==> config.mk <==
export PLATFORM = sky130hd
export DESIGN_NAME = derivador_multicanal
export DESIGN_NICKNAME = d
export VERILOG_FILES = /design/src/rtl/derivador_pkg.sv /design/src/rtl/escalador_sat.sv /design/src/rtl/derivador_multicanal.sv
export SDC_FILE = /design/constraint.sdc
export NUM_CORES = 1
export LEC_CHECK = 0
export ABC_AREA = 1
export CORE_AREA = 3 3 173 175
export CTS_CLUSTER_DIAMETER = 120
export CTS_CLUSTER_SIZE = 14
export DETAILED_ROUTE_END_ITERATION = 7
export DIE_AREA = 0 0 176 178
export DONT_BUFFER_PORTS = 1
export PLACE_DENSITY = 0.89
export SYNTH_ARGS = -nofsm -noshare
export SYNTH_HDL_FRONTEND = slang
export SYNTH_SLANG_ARGS = --single-unit
==> constraint.sdc <==
create_clock -name CLK -period 6.1 [get_ports CLK]
set_input_delay 0.915 -clock CLK [delete_from_list [all_inputs] [get_ports CLK]]
set_output_delay 0.915 -clock CLK [all_outputs]
set_load 0.01 [all_outputs]
==> src/rtl/derivador_pkg.sv <==
// Shared defaults, result limits and datapath types for the multichannel differentiator.
// Saturation is selected at build time with DERIVADOR_SAT_EN (see escalador_sat).
package derivador_pkg;

    localparam int unsigned DEF_W    = 19;
    localparam int unsigned DEF_FRAC = 8;
    localparam int unsigned DEF_NCH  = 4;

    localparam logic signed [DEF_W-1:0] DK_MAX = {1'b0, {(DEF_W-1){1'b1}}};
    localparam logic signed [DEF_W-1:0] DK_MIN = {1'b1, {(DEF_W-1){1'b0}}};

    typedef logic signed [DEF_W-1:0] sample_t;
    typedef logic signed [DEF_W:0]   diff_t;
    typedef logic signed [2*DEF_W:0] prod_t;

    // Channel index needs at least one bit even for a single channel.
    function automatic int unsigned ch_width(input int unsigned n);
        return (n > 1) ? $clog2(n) : 1;
    endfunction

endpackage

==> src/rtl/escalador_sat.sv <==
// Drops the FRAC gain fraction bits and reduces the product to W bits.
// DERIVADOR_SAT_EN defined: clip to the W-bit range and flag ovf; otherwise wrap, ovf=0.
module escalador_sat
    import derivador_pkg::*;
#(
    parameter int unsigned W    = DEF_W,
    parameter int unsigned FRAC = DEF_FRAC
) (
    input  logic signed [2*W:0] prod_i,
    output logic signed [W-1:0] dk_o,
    output logic                ovf_o
);

    logic signed [2*W:0] scaled;

    assign scaled = prod_i >>> FRAC;

`ifdef DERIVADOR_SAT_EN
    logic in_range;

    // Fits in W bits iff every bit above the result repeats the sign.
    assign in_range = (scaled[2*W:W-1] == {(W+2){scaled[2*W]}});

    always_comb begin
        dk_o  = scaled[W-1:0];
        ovf_o = 1'b0;
        if (!in_range) begin
            ovf_o = 1'b1;
            dk_o  = scaled[2*W] ? {1'b1, {(W-1){1'b0}}} : {1'b0, {(W-1){1'b1}}};
        end
    end
`else
    logic unused_scaled_hi;

    assign unused_scaled_hi = ^scaled[2*W:W];
    assign dk_o             = scaled[W-1:0];
    assign ovf_o            = 1'b0;
`endif

endmodule

==> src/rtl/derivador_multicanal.sv <==
// Time-multiplexed per-channel differentiator: dk = (y[n] - y[n-1]) * gain, two-stage pipeline.
// Output reduction (wrap or saturate) is selected by DERIVADOR_SAT_EN inside escalador_sat.
module derivador_multicanal
    import derivador_pkg::*;
#(
    parameter int unsigned W    = DEF_W,
    parameter int unsigned FRAC = DEF_FRAC,
    parameter int unsigned NCH  = DEF_NCH,
    localparam int unsigned CW  = ch_width(NCH)
) (
    input  logic                CLK,
    input  logic                Reset,
    input  logic                Enable,
    input  logic                in_valid,
    input  logic [CW-1:0]       in_ch,
    input  logic signed [W-1:0] y,
    input  logic signed [W-1:0] gain,
    output logic                out_valid,
    output logic [CW-1:0]       out_ch,
    output logic signed [W-1:0] dk,
    output logic                ovf
);

    localparam logic [CW:0] NCH_LIM = (CW+1)'(NCH);

    logic signed [W-1:0] prev_q [NCH];
    logic [NCH-1:0]      primed_q;

    logic                accept;
    logic signed [W:0]   diff_d, diff_q;
    logic signed [W-1:0] gain_q;
    logic [CW-1:0]       ch_q;
    logic                v1_q;

    logic signed [2*W:0] prod;
    logic signed [W-1:0] dk_d;
    logic                ovf_d;

    assign accept = Enable && in_valid && ({1'b0, in_ch} < NCH_LIM);

    // An unprimed channel has no history, so its first derivative is defined as zero.
    always_comb begin
        diff_d = '0;
        if (accept && primed_q[in_ch]) begin
            diff_d = $signed({y[W-1], y}) - $signed({prev_q[in_ch][W-1], prev_q[in_ch]});
        end
    end

    assign prod = $signed({{W{diff_q[W]}}, diff_q}) * $signed({{(W+1){gain_q[W-1]}}, gain_q});

    escalador_sat #(
        .W    (W),
        .FRAC (FRAC)
    ) u_escalador_sat (
        .prod_i (prod),
        .dk_o   (dk_d),
        .ovf_o  (ovf_d)
    );

    always_ff @(posedge CLK) begin
        if (Reset) begin
            for (int unsigned i = 0; i < NCH; i++) begin
                prev_q[i] <= '0;
            end
            primed_q  <= '0;
            v1_q      <= 1'b0;
            diff_q    <= '0;
            gain_q    <= '0;
            ch_q      <= '0;
            out_valid <= 1'b0;
            dk        <= '0;
            out_ch    <= '0;
            ovf       <= 1'b0;
        end else if (Enable) begin
            v1_q <= accept;
            if (accept) begin
                prev_q[in_ch]   <= y;
                primed_q[in_ch] <= 1'b1;
                diff_q          <= diff_d;
                gain_q          <= gain;
                ch_q            <= in_ch;
            end
            out_valid <= v1_q;
            if (v1_q) begin
                dk     <= dk_d;
                out_ch <= ch_q;
                ovf    <= ovf_d;
            end
        end
    end

endmodule

==> out/results.ini, run 1 <==
[run_status]
status=completed

[yosys]
syn-num-nets=2525
async_flop_share_pct=0
synth_seq_cells=144
avgSynthCellArea_um2=8.03
synth_flop_cell=edfxtp_1
synth.cell_area_mm2=0.0170
yosys_warnings=0
ys_types=53
yosys.area.top_type_share_pct=30.2
yosysTopAreaCell=fa_1
syn-instance-count=2120
synth-edff-count=76
synth_seq_area_share_pct=21.4
synth.area.top_cells=fa_1 30%, edfxtp_1 13%, inv_1 13%, nand2_1 11%, dfxtp_1 8.0%

[clock_network]
clock_path_buffers=2
cts.reportedPaths.clkPinSlew_ns=0.07
post_cts.repair.setup_buffers=0
cts_buffers=17
clock_latency_ns=0.44
cts_tree=done
cts_sinks=144
cts-root-buf=clkbuf_16
htree_levels=4

[worst_setup_path]
cp-startpoint=diff_q[14]$_SDFFE_PP0P_
r2r-start=diff_q[14]$_SDFFE_PP0P_
start_kind=flip-flop
cp_max_fo=9
cp.required_ns=6.43
arrival_ns=6.20
critPathKind=reg2reg
end_kind=flip-flop

[die]
die_h_um=178
io-pin-count=67
start_util_pct=59.5
dieArea_mm2=0.0313
rows=62
core_mm2=0.0286
die_w_um=176

[sta]
drv_slew=0
rsz0062_at_grt=false
setup_tns_ns=0
max-slew-margin-rel_pct=32.6
setup_viol_count_final=0
hold_viol=0
tightest_slew_ns=1.01
post-route-period-util_pct=96.3
finalClockSkew_ns=0.0178
period_needed_ns=5.87
worst_hold_slack_ns=0.460
fmax_ghz=0.170

[finish]
layout-drive-gt1-share_pct=6.62
fillers=2249
regArea_mm2=0.00367
area_growth_pct=7.05
layout.nets=2507
fin_cells=2501
multi_input_area_mm2=0.0108
final_cell_area_mm2=0.0182

[place]
dp_hpwl_um=34700
io_buffers=0
place_inst=2467
place_area_mm2=0.0175
place_congestion=0.963

[detailed_routing]
wl_per_cell_um=17.5
vias_per_cell=5.51
vias=13782
drt_iter0_drc=1257
drt-total-wl_um=43900
drc=0
final_antenna_net_count=0
drtPass1Iterations=6

[pwr]
power.leakage_uw=0.0102
p_total_uw=2620
peakVddDrop_v=0.000329
powerDensity_mw_per_mm2=144

[global_routing]
antenna_found_initial=3
grt_max_degree=36
grt_usage_pct=29.0
grt_overflow=0
grt_pass1_wl_um=71700
grt_pass1_vias=14637

[job]
cap_viol_max_count=0

[min_path]
hold_start=primed_q[1]$_SDFFE_PP0P_
hold_path_class=reg2reg

per-stage QoR:
stage	utilization, %	worst slack (ns)
2_1_floorplan	-	0.345
3_3_place_gp	61.3	0.175
3_5_place_dp	61.3	0.0861
4_1_cts	63.4	0.0122
5_1_grt	63.7	0.00272
6_report	63.7	0.225
report_power, final:
part	switching (uW)	total, uW	internal, uW
sequential	40.9	1110	1070
clock	489	1130	638
combinational	255	381	126
per-layer routing:
metal	up-vias	GRT usage, %	part of all wire (%)
met5	-	0	0.030
met3	164	5.15	8.2
met4	2	13.2	5.2
li1	6252	-	-
met2	692	52.9	51
met1	6672	33.4	35
cells in the final DEF (no fill, tap or decap), types with 3 or more instances in the layout:
| master | netlist | final |
|---|---|---|
| xnor2_1 | 4 | 4 |
| dfxtp_2 | 0 | 15 |
| o21ai_0 | 36 | 36 |
| nor2_2 | 0 | 3 |
| a21oi_2 | 2 | 3 |
| nor3_1 | 13 | 11 |
| edfxtp_1 | 76 | 76 |
| nor2_1 | 144 | 141 |
| xor2_1 | 7 | 7 |
| o22ai_1 | 7 | 7 |
| dfxtp_1 | 68 | 51 |
| inv_2 | 5 | 5 |
| nand2_1 | 492 | 491 |
| a21o_1 | 3 | 3 |
| clkbuf_16 | 0 | 19 |
| nand3b_1 | 4 | 4 |
| nand3_1 | 57 | 57 |
| a21oi_1 | 48 | 47 |
| ha_1 | 104 | 103 |
| nand2_2 | 3 | 4 |
| nand4_1 | 4 | 4 |
| a221oi_1 | 19 | 18 |
| nand3_2 | 4 | 4 |
| inv_1 | 576 | 576 |
| o21ai_1 | 14 | 14 |
| o21bai_1 | 5 | 5 |
| fa_1 | 257 | 256 |
| inv_6 | 0 | 5 |
| or2_1 | 3 | 3 |
| buf_4 | 6 | 57 |
| inv_8 | 0 | 3 |
| a22o_1 | 37 | 37 |
| o211ai_1 | 7 | 7 |
final timing paths:
kind | to | depth (start not counted) | slack, ns
max reg2reg | dk[15]$_SDFFE_PP0P_ | 21 | 0.23
min | primed_q[1]$_SDFFE_PP0P_ | 2 | 0.46
min reg2reg | primed_q[1]$_SDFFE_PP0P_ | 2 | 0.46
max | dk[15]$_SDFFE_PP0P_ | 21 | 0.23
flip-flops by register name, indices dropped and copies added (netlist names):
signal and flops:
ch_q 2, diff_q 20, dk 19, gain_q 19
out_ch 2, out_valid 1, prev_q 76, primed_q 4
v1_q 1
cells by family (layout without fill, tap and decap cells):
family                   Yosys count  in the layout  synth area share, %
AND/OR/NAND/NOR                  734            734                 17.4
buffers and inverters            677            672                 15.2
adder cells (fa/ha/maj)          361            361                 37.9
AO/OA/AOI/OAI                    192            192                 7.54
flip-flops                       144            144                 21.4
XOR/XNOR                          11             11                0.566
other                              1              3               0.0220
repair_timing:
action	CTS	global route
hold buffers	0	0
gates resized for setup	0	28
setup endpoints to repair	0	14
worst max-delay path, cell delays in order (launching register included):
cell	delay, ns
dfxtp_1	0.51
buf_4	0.23
nand2_1	0.11
fa_1	0.54
inv_1	0.06
fa_1	0.47
inv_1	0.05
fa_1	0.50
inv_1	0.05
fa_1	0.58
fa_1	0.44
fa_1	0.45
ha_1	0.30
ha_1	0.35
a21oi_1	0.21
o21ai_0	0.13
a21oi_1	0.14
nand3_1	0.16
a21oi_1	0.17
o21ai_0	0.14
o211ai_1	0.11
inv_1	0.06
layout make-up:
type	instances	share of cell area, %
Antenna cell	2	0.0275
Timing Repair Buffer	57	2.35
Sequential cell	144	20.1
Clock buffer	20	2.68
Clock inverter	12	0.714
Multi-Input combinational cell	1299	59.4
Inverter	583	12.0
Tap cell	384	2.64
cell usage after synthesis, types with 4 or more instances:
cell type / number
inv_1: 576
nand2_1: 492
fa_1: 257
nor2_1: 144
ha_1: 104
edfxtp_1: 76
dfxtp_1: 68
clkbuf_1: 63
nand3_1: 57
a21oi_1: 48
a22o_1: 37
o21ai_0: 36
a221oi_1: 19
buf_2: 14
o21ai_1: 14
nor3_1: 13
buf_1: 10
o211ai_1: 7
o22ai_1: 7
xor2_1: 7
buf_4: 6
inv_2: 5
o21bai_1: 5
nand3_2: 4
nand3b_1: 4
nand4_1: 4
xnor2_1: 4
Note: power is estimated with default switching activity, not from simulation.
==> run 2: changes to the inputs <==
Settings changed: ABC_AREA 1 to unset, CORE_AREA 3 3 173 175 to 3 3 194 196, DIE_AREA 0 0 176 178 to 0 0 197 199, PLACE_DENSITY 0.89 to 0.72.
Clock period 6.1 ns to 5.34 ns, I/O delays scaled along.
==> run 2 against run 1 <==
Effect of this change: the run now ends with setup timing left; wire length shrank 6.2%; final cell count down 11%; critical endpoint is now dk[18]$_SDFFE_PP0P_; largest power group is now sequential cells; final area grew 3.0%; global-route usage is 7.2 points lower.
==> out/results.ini, run 2 <==
[die]
die_h_um=199  ; +12%
core_mm2=0.0363  ; +27%
start_util_pct=44.6  ; -15 points
dieArea_mm2=0.0392  ; +25%
rows=70  ; +13%
die_w_um=197  ; +12%
io-pin-count=67  ; unchanged

[worst_setup_path]
cp-startpoint=diff_q[5]$_SDFFE_PP0P_
slowest_delay_ns=0.55  ; -0.03 ns
rrSetupSlack_ns=-0.65  ; -0.87 ns
end_kind=flip-flop
path_cells=and2_4 -> fa_1 -> inv_1 -> fa_1 -> inv_2 -> fa_1 -> fa_1 -> fa_1 -> fa_1 -> fa_2 -> ha_4 -> nand2_4 -> o21ai_4 -> a2111oi_4 -> a211oi_4 -> o2111ai_2 -> a31o_1 -> a31oi_1 -> nor2_1
crit_top_cell=fa_1
arrival_ns=6.32  ; +0.12 ns
start_kind=flip-flop
cp_slowest_cell=fa_1
cp_max_fo=6  ; -3
critPathKind=reg2reg
r2r-start=diff_q[5]$_SDFFE_PP0P_
cp.required_ns=5.68  ; -0.75 ns

[finish]
final_common_cell=inv_1
largest_register_ffs=76  ; unchanged
most-common-layout-cells=305 x inv_1, 245 x fa_1, 215 x nand2_1
multi_input_area_mm2=0.0114  ; +5.4%
fillers=3197  ; +42%
layout-drive-gt1-share_pct=18.2  ; +12 points
reg_top3=prev_q x76, diff_q x20
regMostFlops=prev_q
area_growth_pct=16.1
layout.nets=2152  ; -14%
regArea_mm2=0.00371  ; +1.1%

[yosys]
synth-edff-count=76  ; unchanged
synth_mux_area_share_pct=2.79  ; +2.8 points
synthAdderAreaFrac_pct=39.9  ; +2.0 points
synth_seq_area_share_pct=22.5  ; +1.1 points
syn-num-nets=2064  ; -18%
yosys.area.top_type_share_pct=31.8  ; +1.6 points
yosys.cell_count.top_type=inv_1
yosys_warnings=0  ; unchanged
ys_types=59  ; +11%
synth_xor_area_share_pct=3.06  ; +2.5 points
synth.area.top_cells=fa_1 32%, edfxtp_1 14%, dfxtp_1 8.4%, ha_1 8.0%, inv_1 7.3%
yosysTopAreaCell=fa_1
async_flop_share_pct=0  ; unchanged
avgSynthCellArea_um2=9.75  ; +21%
synth_flop_cell=edfxtp_1
syn-instance-count=1659  ; -22%
synth_seq_cells=144  ; unchanged
synth_compound_area_share_pct=6.06  ; -1.5 points
synth.cell_area_mm2=0.0162  ; -5.0%
synth_top_family_by_area=adder cells
ys_top_cells_by_count=313 x inv_1, 257 x fa_1, 218 x nand2_1
synth-simple-area-share_pct=16.3  ; -1.1 points

[detailed_routing]
drtPass1Iterations=5  ; -1
drt_iter0_drc=716  ; -43%
drc=0  ; unchanged
wl_per_cell_um=18.5  ; +5.2%
vias_per_cell=5.21  ; -5.4%
final_antenna_net_count=0  ; unchanged
vias=11628  ; -16%
drt-total-wl_um=41200  ; -6.2%

[sta]
max-slew-margin-rel_pct=32.8  ; +0.19 points
setup_viol_count_final=15  ; +15
drv_slew=0  ; unchanged
fmax_ghz=0.167  ; -1.9%
post-route-period-util_pct=112  ; +16 points
finalClockSkew_ns=0.0116  ; -0.00617 ns
setup_tns_ns=-6.28  ; -6.28 ns
tightest_slew_ns=1.01  ; -0.00290 ns
setup_slack_ns=-0.646  ; -0.871 ns
period_needed_ns=5.99  ; +0.111 ns
hold_viol=0  ; unchanged
rsz0062_at_grt=true

[pwr]
power.leakage_uw=0.00885  ; -13%
p_total_uw=2920  ; +12%
peakVddDrop_v=0.000286  ; -13%
powerDensity_mw_per_mm2=156  ; +8.4%

[global_routing]
grt_pass1_wl_um=66600  ; -7.0%
grt_pass1_vias=12687  ; -13%
grt_max_degree=42  ; +17%
grt_usage_pct=21.8  ; -7.2 points
grt_overflow=0  ; unchanged
antenna_found_initial=4  ; +1

[job]
cap_viol_max_count=0  ; unchanged

[clock_network]
cts_tree=done
clock_path_buffers=2  ; unchanged
htree_levels=4  ; unchanged
cts-root-buf=clkbuf_16
cts_sinks=144  ; unchanged
clock_latency_ns=0.44  ; about the same
cts.reportedPaths.clkPinSlew_ns=0.07  ; about the same
postCtsHoldBufs=0  ; unchanged
cts_buffers=17  ; unchanged

[min_path]
hold_start=Reset
hold_path_class=in2reg

[place]
place_congestion=0.936  ; -2.8%
dp_hpwl_um=32200  ; -7.1%
preCtsSetupSlack_ns=-0.965  ; -1.05 ns
io_buffers=0  ; unchanged

[run_status]
status=finished, violations left
violations=setup timing

run 2: timing repair:
action | in CTS | in global routing
cloned | 0 | 0
setup endpoints to repair | 19 | 19
setup buffers | 11 | 5
resized for setup | 59 | 60
pin swaps | 28 | 22
run 2: cell families (layout without fill, tap and decap cells):
logic type | count (synthesis) | after routing
XOR/XNOR | 55 | 55
flip-flops | 144 | 144
multiplexers | 20 | 20
buffers and inverters | 402 | 503
AND/OR/NAND/NOR | 531 | 531
adder cells (fa/ha/maj) | 361 | 361
other | 1 | 3
AO/OA/AOI/OAI | 145 | 145
run 2: critical path: cells and delay by family, from the launching register on:
family,cells,cell delay (ns)
adders and majority gates,8,3.85
AOI/OAI and AO/OA,6,1.29
DFF,1,0.39
and+or+nand+nor,3,0.26
buffers and inverters,2,0.09
run 2: power by group:
group          switching [uW]  internal (uW)
combinational             247            197
sequential               36.0           1210
clock                     603            629
total                     886           2040
run 2: per-layer routing:
metal	track usage [%]	routed length (um)	up-vias
li1	-	-	5309
met4	7.89	1320	2
met1	26.3	16200	5885
met2	38.7	20900	348
met3	4.81	2710	84
met5	0	16	-
run 2: area by class of cell:
cell class	count	share of cell area (%)
Antenna cell	2	0.0267
Clock buffer	17	2.27
Clock inverter	15	0.873
Inverter	314	6.28
Multi-Input combinational cell	1113	60.8
Sequential cell	144	19.8
Tap cell	468	3.12
Timing Repair Buffer	157	6.86
run 2: final timing paths:
path                            cells after the start                  endpoint
worst min register to register                      2  primed_q[3]$_SDFFE_PP0P_
worst max-delay path                               19       dk[18]$_SDFFE_PP0P_
worst max register to register                     19       dk[18]$_SDFFE_PP0P_
worst min-delay path                                1        dk[3]$_SDFFE_PP0P_
run 2: metrics by stage:
stage	cell area [um^2]	instances	hold slack, ns	utilization (%)
floorplan	16400	1659	0.422	-
global placement	17700	2181	0.435	48.7
detailed placement	17700	2181	0.435	48.7
CTS	18500	2223	0.404	51.0
global route	18800	2230	0.402	51.8
finish	18800	2230	0.419	51.8
